$ cat config.mk
export PLATFORM = sky130hd
export DESIGN_NAME = run_monitor
export DESIGN_NICKNAME = d
export VERILOG_FILES = /design/src/rtl/run_monitor.sv
export SDC_FILE = /design/constraint.sdc
export NUM_CORES = 1
export LEC_CHECK = 0
export ABC_AREA = 1
export CELL_PAD_IN_SITES_DETAIL_PLACEMENT = 1
export CELL_PAD_IN_SITES_GLOBAL_PLACEMENT = 2
export CORE_ASPECT_RATIO = 1.1
export CORE_MARGIN = 4
export CORE_UTILIZATION = 27
export DETAILED_ROUTE_END_ITERATION = 10
export PLACE_DENSITY_LB_ADDON = 0.1
export SETUP_SLACK_MARGIN = 0.05
export SLEW_MARGIN = 20
export SYNTH_ARGS = -nofsm -noshare
export SYNTH_HDL_FRONTEND = slang
export SYNTH_SLANG_ARGS = --single-unit
$ cat constraint.sdc
create_clock -name clk -period 1.9 [get_ports clk]
set_input_delay 0.38 -clock clk [delete_from_list [all_inputs] [get_ports clk]]
set_output_delay 0.38 -clock clk [all_outputs]
set_load 0.02 [all_outputs]
$ cat src/rtl/run_monitor.sv
// Execution monitor for the pipelined CPU. It checks the PC after reset, then counts run cycles and retires until halt or timeout, and latches a sticky verdict.
// Latency: every output is registered and updates on the edge after its cause. The PC verdict lands on edge RST_DELAY after reset and the halt verdict on the halt edge.
// Backpressure: none; the block passively observes pc/halt/retire and never stalls the CPU.
// Optional build macro HALT_PC_CHECK_EN: when defined, a halt also requires pc == EXPECTED_HALT_PC.
module run_monitor #(
    parameter int              PC_W             = 9,
    parameter int              CNT_W            = 16,
    parameter logic [PC_W-1:0] RESET_PC         = '0,
    parameter int              RST_DELAY        = 1,     // minimum 1
    parameter int              MAX_CYCLES       = 1000,  // at most 2^CNT_W-1
    parameter logic [PC_W-1:0] EXPECTED_HALT_PC = '0
) (
    input  logic             clk,
    input  logic             reset,
    input  logic [PC_W-1:0]  pc,
    input  logic             halt,
    input  logic             retire,
    output logic [2:0]       state,
    output logic             done,
    output logic             pass,
    output logic [2:0]       err_code,
    output logic [CNT_W-1:0] cycle_count,
    output logic [CNT_W-1:0] retire_count
);

    typedef enum logic [2:0] {
        S_WAIT = 3'd1,
        S_RUN  = 3'd2,
        S_PASS = 3'd3,
        S_FAIL = 3'd4
    } state_e;

    localparam logic [2:0] ERR_NONE    = 3'd0;
    localparam logic [2:0] ERR_PC      = 3'd1;
    localparam logic [2:0] ERR_TIMEOUT = 3'd2;
    localparam logic [2:0] ERR_HALT_PC = 3'd3;

    // The delay counter only has to reach RST_DELAY before WAIT is left.
    localparam int              DLY_W    = (RST_DELAY < 2) ? 1 : $clog2(RST_DELAY + 1);
    localparam logic [DLY_W-1:0] DLY_LAST = DLY_W'(RST_DELAY - 1);

    localparam logic [CNT_W-1:0] CYC_LAST = CNT_W'(MAX_CYCLES - 1);
    localparam logic [CNT_W-1:0] CYC_MAX  = CNT_W'(MAX_CYCLES);
    localparam logic [CNT_W-1:0] CNT_ALL  = '1;

`ifdef HALT_PC_CHECK_EN
    localparam bit CHECK_HALT_PC = 1'b1;
`else
    localparam bit CHECK_HALT_PC = 1'b0;
`endif

    state_e           state_q, state_d;
    logic [2:0]       err_q, err_d;
    logic [CNT_W-1:0] cyc_q, cyc_d;
    logic [CNT_W-1:0] ret_q, ret_d;
    logic [DLY_W-1:0] dly_q, dly_d;

    logic [CNT_W-1:0] cyc_inc;
    logic [CNT_W-1:0] ret_inc;
    logic             halt_pc_bad;

    // Saturating increments, so the counters never wrap. Also the halt PC comparison, which is constant-false unless the check is built in.
    always_comb begin
        cyc_inc     = (cyc_q == CNT_ALL) ? cyc_q : cyc_q + 1'b1;
        ret_inc     = (ret_q == CNT_ALL) ? ret_q : ret_q + 1'b1;
        halt_pc_bad = CHECK_HALT_PC && (pc != EXPECTED_HALT_PC);
    end

    // State register. Reset overrides everything, including a latched verdict.
    always_ff @(posedge clk) begin
        if (reset) begin
            state_q <= S_WAIT;
            err_q   <= ERR_NONE;
            cyc_q   <= '0;
            ret_q   <= '0;
            dly_q   <= '0;
        end else begin
            state_q <= state_d;
            err_q   <= err_d;
            cyc_q   <= cyc_d;
            ret_q   <= ret_d;
            dly_q   <= dly_d;
        end
    end

    // Next-state logic. In RUN, halt takes priority over timeout, and timeout over normal counting.
    always_comb begin
        state_d = state_q;
        err_d   = err_q;
        cyc_d   = cyc_q;
        ret_d   = ret_q;
        dly_d   = dly_q;
        case (state_q)
            S_WAIT: begin
                // halt/retire are ignored until the CPU has had time to reset.
                dly_d = dly_q + 1'b1;
                if (dly_q == DLY_LAST) begin
                    if (pc == RESET_PC) begin
                        state_d = S_RUN;
                    end else begin
                        state_d = S_FAIL;
                        err_d   = ERR_PC;
                    end
                end
            end
            S_RUN: begin
                if (halt) begin
                    cyc_d = cyc_inc;
                    if (retire) begin
                        ret_d = ret_inc;
                    end
                    if (halt_pc_bad) begin
                        state_d = S_FAIL;
                        err_d   = ERR_HALT_PC;
                    end else begin
                        state_d = S_PASS;
                    end
                end else if (cyc_q == CYC_LAST) begin
                    // A retire on the timeout edge is deliberately not counted.
                    state_d = S_FAIL;
                    err_d   = ERR_TIMEOUT;
                    cyc_d   = CYC_MAX;
                end else begin
                    cyc_d = cyc_inc;
                    if (retire) begin
                        ret_d = ret_inc;
                    end
                end
            end
            S_PASS, S_FAIL: begin
                // Verdict and counters frozen until reset.
            end
            default: begin
                state_d = S_WAIT;
            end
        endcase
    end

    assign state        = state_q;
    assign done         = (state_q == S_PASS) || (state_q == S_FAIL);
    assign pass         = (state_q == S_PASS);
    assign err_code     = err_q;
    assign cycle_count  = cyc_q;
    assign retire_count = ret_q;

endmodule

* Word-level counts from Yosys, hierarchy flattened
Index checks and enable logic that the tools add are counted.
** Word-level totals
- Input port bits :: 13
- Output and inout port bits :: 40
- Logic and storage cells :: 46
- Bits in registers :: 39
** Operators by class
- Eq/ne operators :: 13
- Bitwise logic cells :: 1
- Add/sub/neg operators :: 3
- Reduce and logical (&&, ||, !) cells :: 7
- Muxes and demuxes :: 17
** Operator list (number)
- two-way mux 16 bit :: 7
- adder 16 x 1 -> 16 bit, second input constant :: 2
- == test 16 bit, second input constant :: 2
- two-way mux 3 bit :: 8
- == test 16 x 10 -> 1 bit, second input constant :: 1
- inequality test 2 bit, second input constant :: 5
- zero test 9 bit :: 1
- one-hot mux 3 bit (3 select lines) :: 1
- == test 3 x 2 -> 1 bit, second input constant :: 2
- one-hot mux 3 bit (2 select lines) :: 1
- AND reduction 5 bit :: 1
- == test 3 x 1 -> 1 bit, second input constant :: 1
- == test 3 bit, second input constant :: 1
- inequality test 3 bit, second input constant :: 1
- AND reduction 3 bit :: 1
- AND reduction 2 bit :: 1
- nonzero test 2 bit :: 1
- OR reduction 2 bit :: 1
- adder 1 bit, second input constant :: 1
- logical OR 1 bit :: 1
- NOT 1 bit :: 1

* Depth between registers and ports, before layout
- Word-level depth :: 5
- Gate-level depth with buffers :: 10
- Mapped depth without buffers :: 10

* Worst setup path after synthesis
OpenSTA, ideal clock, no wires.
- Path kind :: reg2reg
- Start :: register cyc_q[0], in the netlist cycle_count[0]
- End :: register cyc_q[1], in the netlist cycle_count[1]
- Stages on the path, launching flop included :: 11
- Period minus slack after synthesis :: 1682 ps
- Buffers on the path :: 0
- Setup time :: 117 ps
- Arrival :: 1565 ps
- Setup slack :: 218 ps
- Required time :: 1783 ps
- Cell sequence :: dfxtp_1 > ha_1 > nand2_1 > nor2_1 > nand2_1 > inv_1 > nand3_2 > nand2_2 > inv_1 > o21ai_1 > nor2_1
** Between the ends
- Cells in the longest elaborated chain, start to end :: 4
- Elaborated cells on any way between the ends :: 6
- Classes of those cells :: add/sub (1); eq/ne (2); mux (3)
** Ends and longest elaborated chain
- start, declared :: RTL line 54 : logic [CNT_W-1:0] cyc_q, cyc_d;
- start signal, assigned :: RTL line 80 : cyc_q <= cyc_d;
- adder 16 x 1 -> 16 bit or == test 16 bit (tied branches) :: RTL line 64 : cyc_inc = (cyc_q == CNT_ALL) ? cyc_q : cyc_q + 1'b1;
- two-way mux 16 bit :: RTL line 64
- two-way mux 16 bit :: RTL line 118 : end else if (cyc_q == CYC_LAST) begin
- two-way mux 16 bit (*) :: RTL line 107 : if (halt) begin
Every way passes the cells marked *; elsewhere a longest branch is shown, timed or not.
A chain may end at the register's enable or synchronous reset.

* Worst setup path in the final report
- Start :: register cyc_q[0], in the netlist cycle_count[0]
- End :: output cycle_count[0]
** RTL lines
- end, declared :: RTL line 22 : output logic [CNT_W-1:0] cycle_count,
No word-level cell between the ends.

==> results.txt <==
outcome: complete, no violations
core area: 0.00905 mm²
xor/xnor share of the synthesized area: 4.46%
root buffer cell: clkbuf_8
CTS max path bufs: 2
Core Rows: 36
CP required: 1.52 ns
Post-Syn Area: 0.00255 mm²
WS Path Type: register to output pin
CP bufs+invs: 2
global-route wire length before repair: 13.8 mm
Clock Sinks: 38
Post-Synth Adder-Cell Area: 0.980%
Fin Setup TNS: 0 ns
Setup Skew: 0.00373 ns
Routed WL per cell: 14.2 µm
First-pass DRT Iterations: 4
post-detailed-route DRC marker count: 0
Routed WL: 8.15 mm
Slew Limit Fails: 0
Die Ht: 110 µm
worst skew pair latency: 0.29 ns
Synth Warn #: 0
die area: 0.0111 mm²
Compound-Gate Fraction of Synth Area: 9.75%
I/O pins: 53
post-synth cell types: 33
number of buffers created by CTS: 5
NumNets Final: 476
final hold viol count: 0
fin crit share: 94.1%
Critical Path AT: 1.41 ns
number of port buffers: 51
drt initial violations: 63
Leakage Power: 1.29 nW
CP peak stage delay: 0.63 ns
post-DP HPWL: 6.41 mm
area grow syn2layout: 31.2%
diode count: 0
Final Hold Slack: 0.487 ns
post-synthesis register bit count: 38
largest family of logic cells by synthesized area: simple AND/OR/NAND/NOR gates
CTS tree: done
RSZ-0062 raised after global routing: true
slowest CP cell: clkdlybuf4s50_1
hold buffers post-CTS: 0
CP max FO: 4
Total Routing Usage GR: 15.6%
Fillers: 1162
Starting Density: 28.2%
min Tclk post-route: 1.79 ns
post-synthesis sequential area ratio: 29.8%
CP Capture Type: output pin
H-tree depth: 2
f_max: 0.560 GHz
Synth Net Count: 413
setup bufs post-CTS: 0
initial antenna violation count: 0
Via density: 4.73
layout cells sized above 1: 11.7%
commonest non-fill, non-tap cell in the layout: nand2_1
final setup fails: 0
clock slew at reported path FFs: 0.07 ns
Mean Syn Cell Area: 6.41 µm²
Routed Antenna Nets: 0
GP Congestion: 0.774
vias: 2717
PwrDens: 529 mW/mm²
commonest cells after routing, fill and taps aside: nand2_1 (114), nor2_1 (55), clkdlybuf4s50_1 (45), inv_1 (38), dfxtp_1 (37)
startpoint types: register
HP Class: register to register
worst setup margin: 0.113 ns
Synth Area in Simple Gates: 46.2%
largest net degree at the start of global routing: 21
CP delay by family, top: buffers and inverters
grt ovf: 0
post-synthesis mux area share: 0%
vias in the first global route: 2873
pre-CTS WS: 0.102 ns
Max-cap violations: 0
worst ir drop on vdd: 0.214 mV
die width: 101 µm
Post-Syn Instances: 398
worst path cell trace: buf_4, clkdlybuf4s50_1
## metrics by stage
stage	util [%]	total power, mW	cells	area [µm²]
CTS	36.7	1.81	575	3330
floorplan	-	1.10	398	2550
finish	37.0	1.77	575	3350
global route	37.0	1.89	575	3350
detailed placement	35.9	1.25	568	3250
global placement	35.9	1.25	568	3250
## final timing paths
| kind | cells after the start | from | to | slack (ns) |
|---|---|---|---|---|
| worst min-delay path | 2 | err_code[1] | err_code[1] | 0.49 |
| worst min register to register | 2 | err_code[1] | err_code[1] | 0.49 |
| worst max register to register | 9 | retire_count[0] | retire_count[13] | 0.26 |
| worst max-delay path | 2 | cycle_count[0] | cycle_count[0] | 0.11 |
## power by group
group	switching (mW)	total [mW]	internal, mW
Sequential	0.0345	0.869	0.835
Clock	0.291	0.545	0.253
Combinational	0.217	0.358	0.141
Total	0.543	1.77	1.23
## cells in the mapped netlist (all sizes together)
library cell	count	area, µm²
and2	1	7.51
xor2	9	78.8
o21bai	1	7.51
xnor2	4	35.0
nor4	1	6.26
o21ai	15	75.1
nand4	18	113
clkinv	1	5.00
conb	1	3.75
nor2	64	312
ha	2	25.0
nand3b	2	15.0
nand2	123	489
a21oi	31	166
nand3	33	220
or2	1	6.26
inv	42	158
clkbuf	5	18.8
dfxtp	38	761
nor3	2	10.0
buf	4	40.0
## metal layers
metal  global-route usage [%]  part of all wire, %  vias up
li1                         -                    -     1401
met4                     3.56                  1.4        0
met2                     30.1                   53       34
met1                     17.8                   43     1271
met5                        0                    0        -
met3                     2.71                  2.7       11
## logic make-up after synthesis
| kind of cell | count (synthesis) |
|---|---|
| fa+ha+maj | 2 |
| xor+xnor | 13 |
| simple gates | 245 |
| other cells | 1 |
| buf+inv | 52 |
| flops | 38 |
| compound gates | 47 |
## tightest hold or removal path, cell delays in order, from the launching register on
cell,delay [ns]
dfxtp_1,0.32
nand2_1,0.07
a21oi_1,0.05
## registers in the layout, indices dropped and copies added (netlist names)
name	flops
cycle_count	16
retire_count	16
state	3
err_code	2
dly_q	1
## cell type report
cell class              count  area, µm²  share of cell area (%)
inverters                  43        163                    4.86
multi-input cells         308       1580                    47.2
clock buffers               7       76.3                    2.28
well taps                 114        143                    4.26
repair buffers             65        624                    18.6
flip-flops and latches     38        762                    22.8
## timing repair
item	in CTS	in global routing
hold endpoints to repair	0	0
pin swaps	0	0
setup endpoints to repair	2	10
gates resized for setup	2	9
Note: power is estimated with default switching activity, not from simulation.
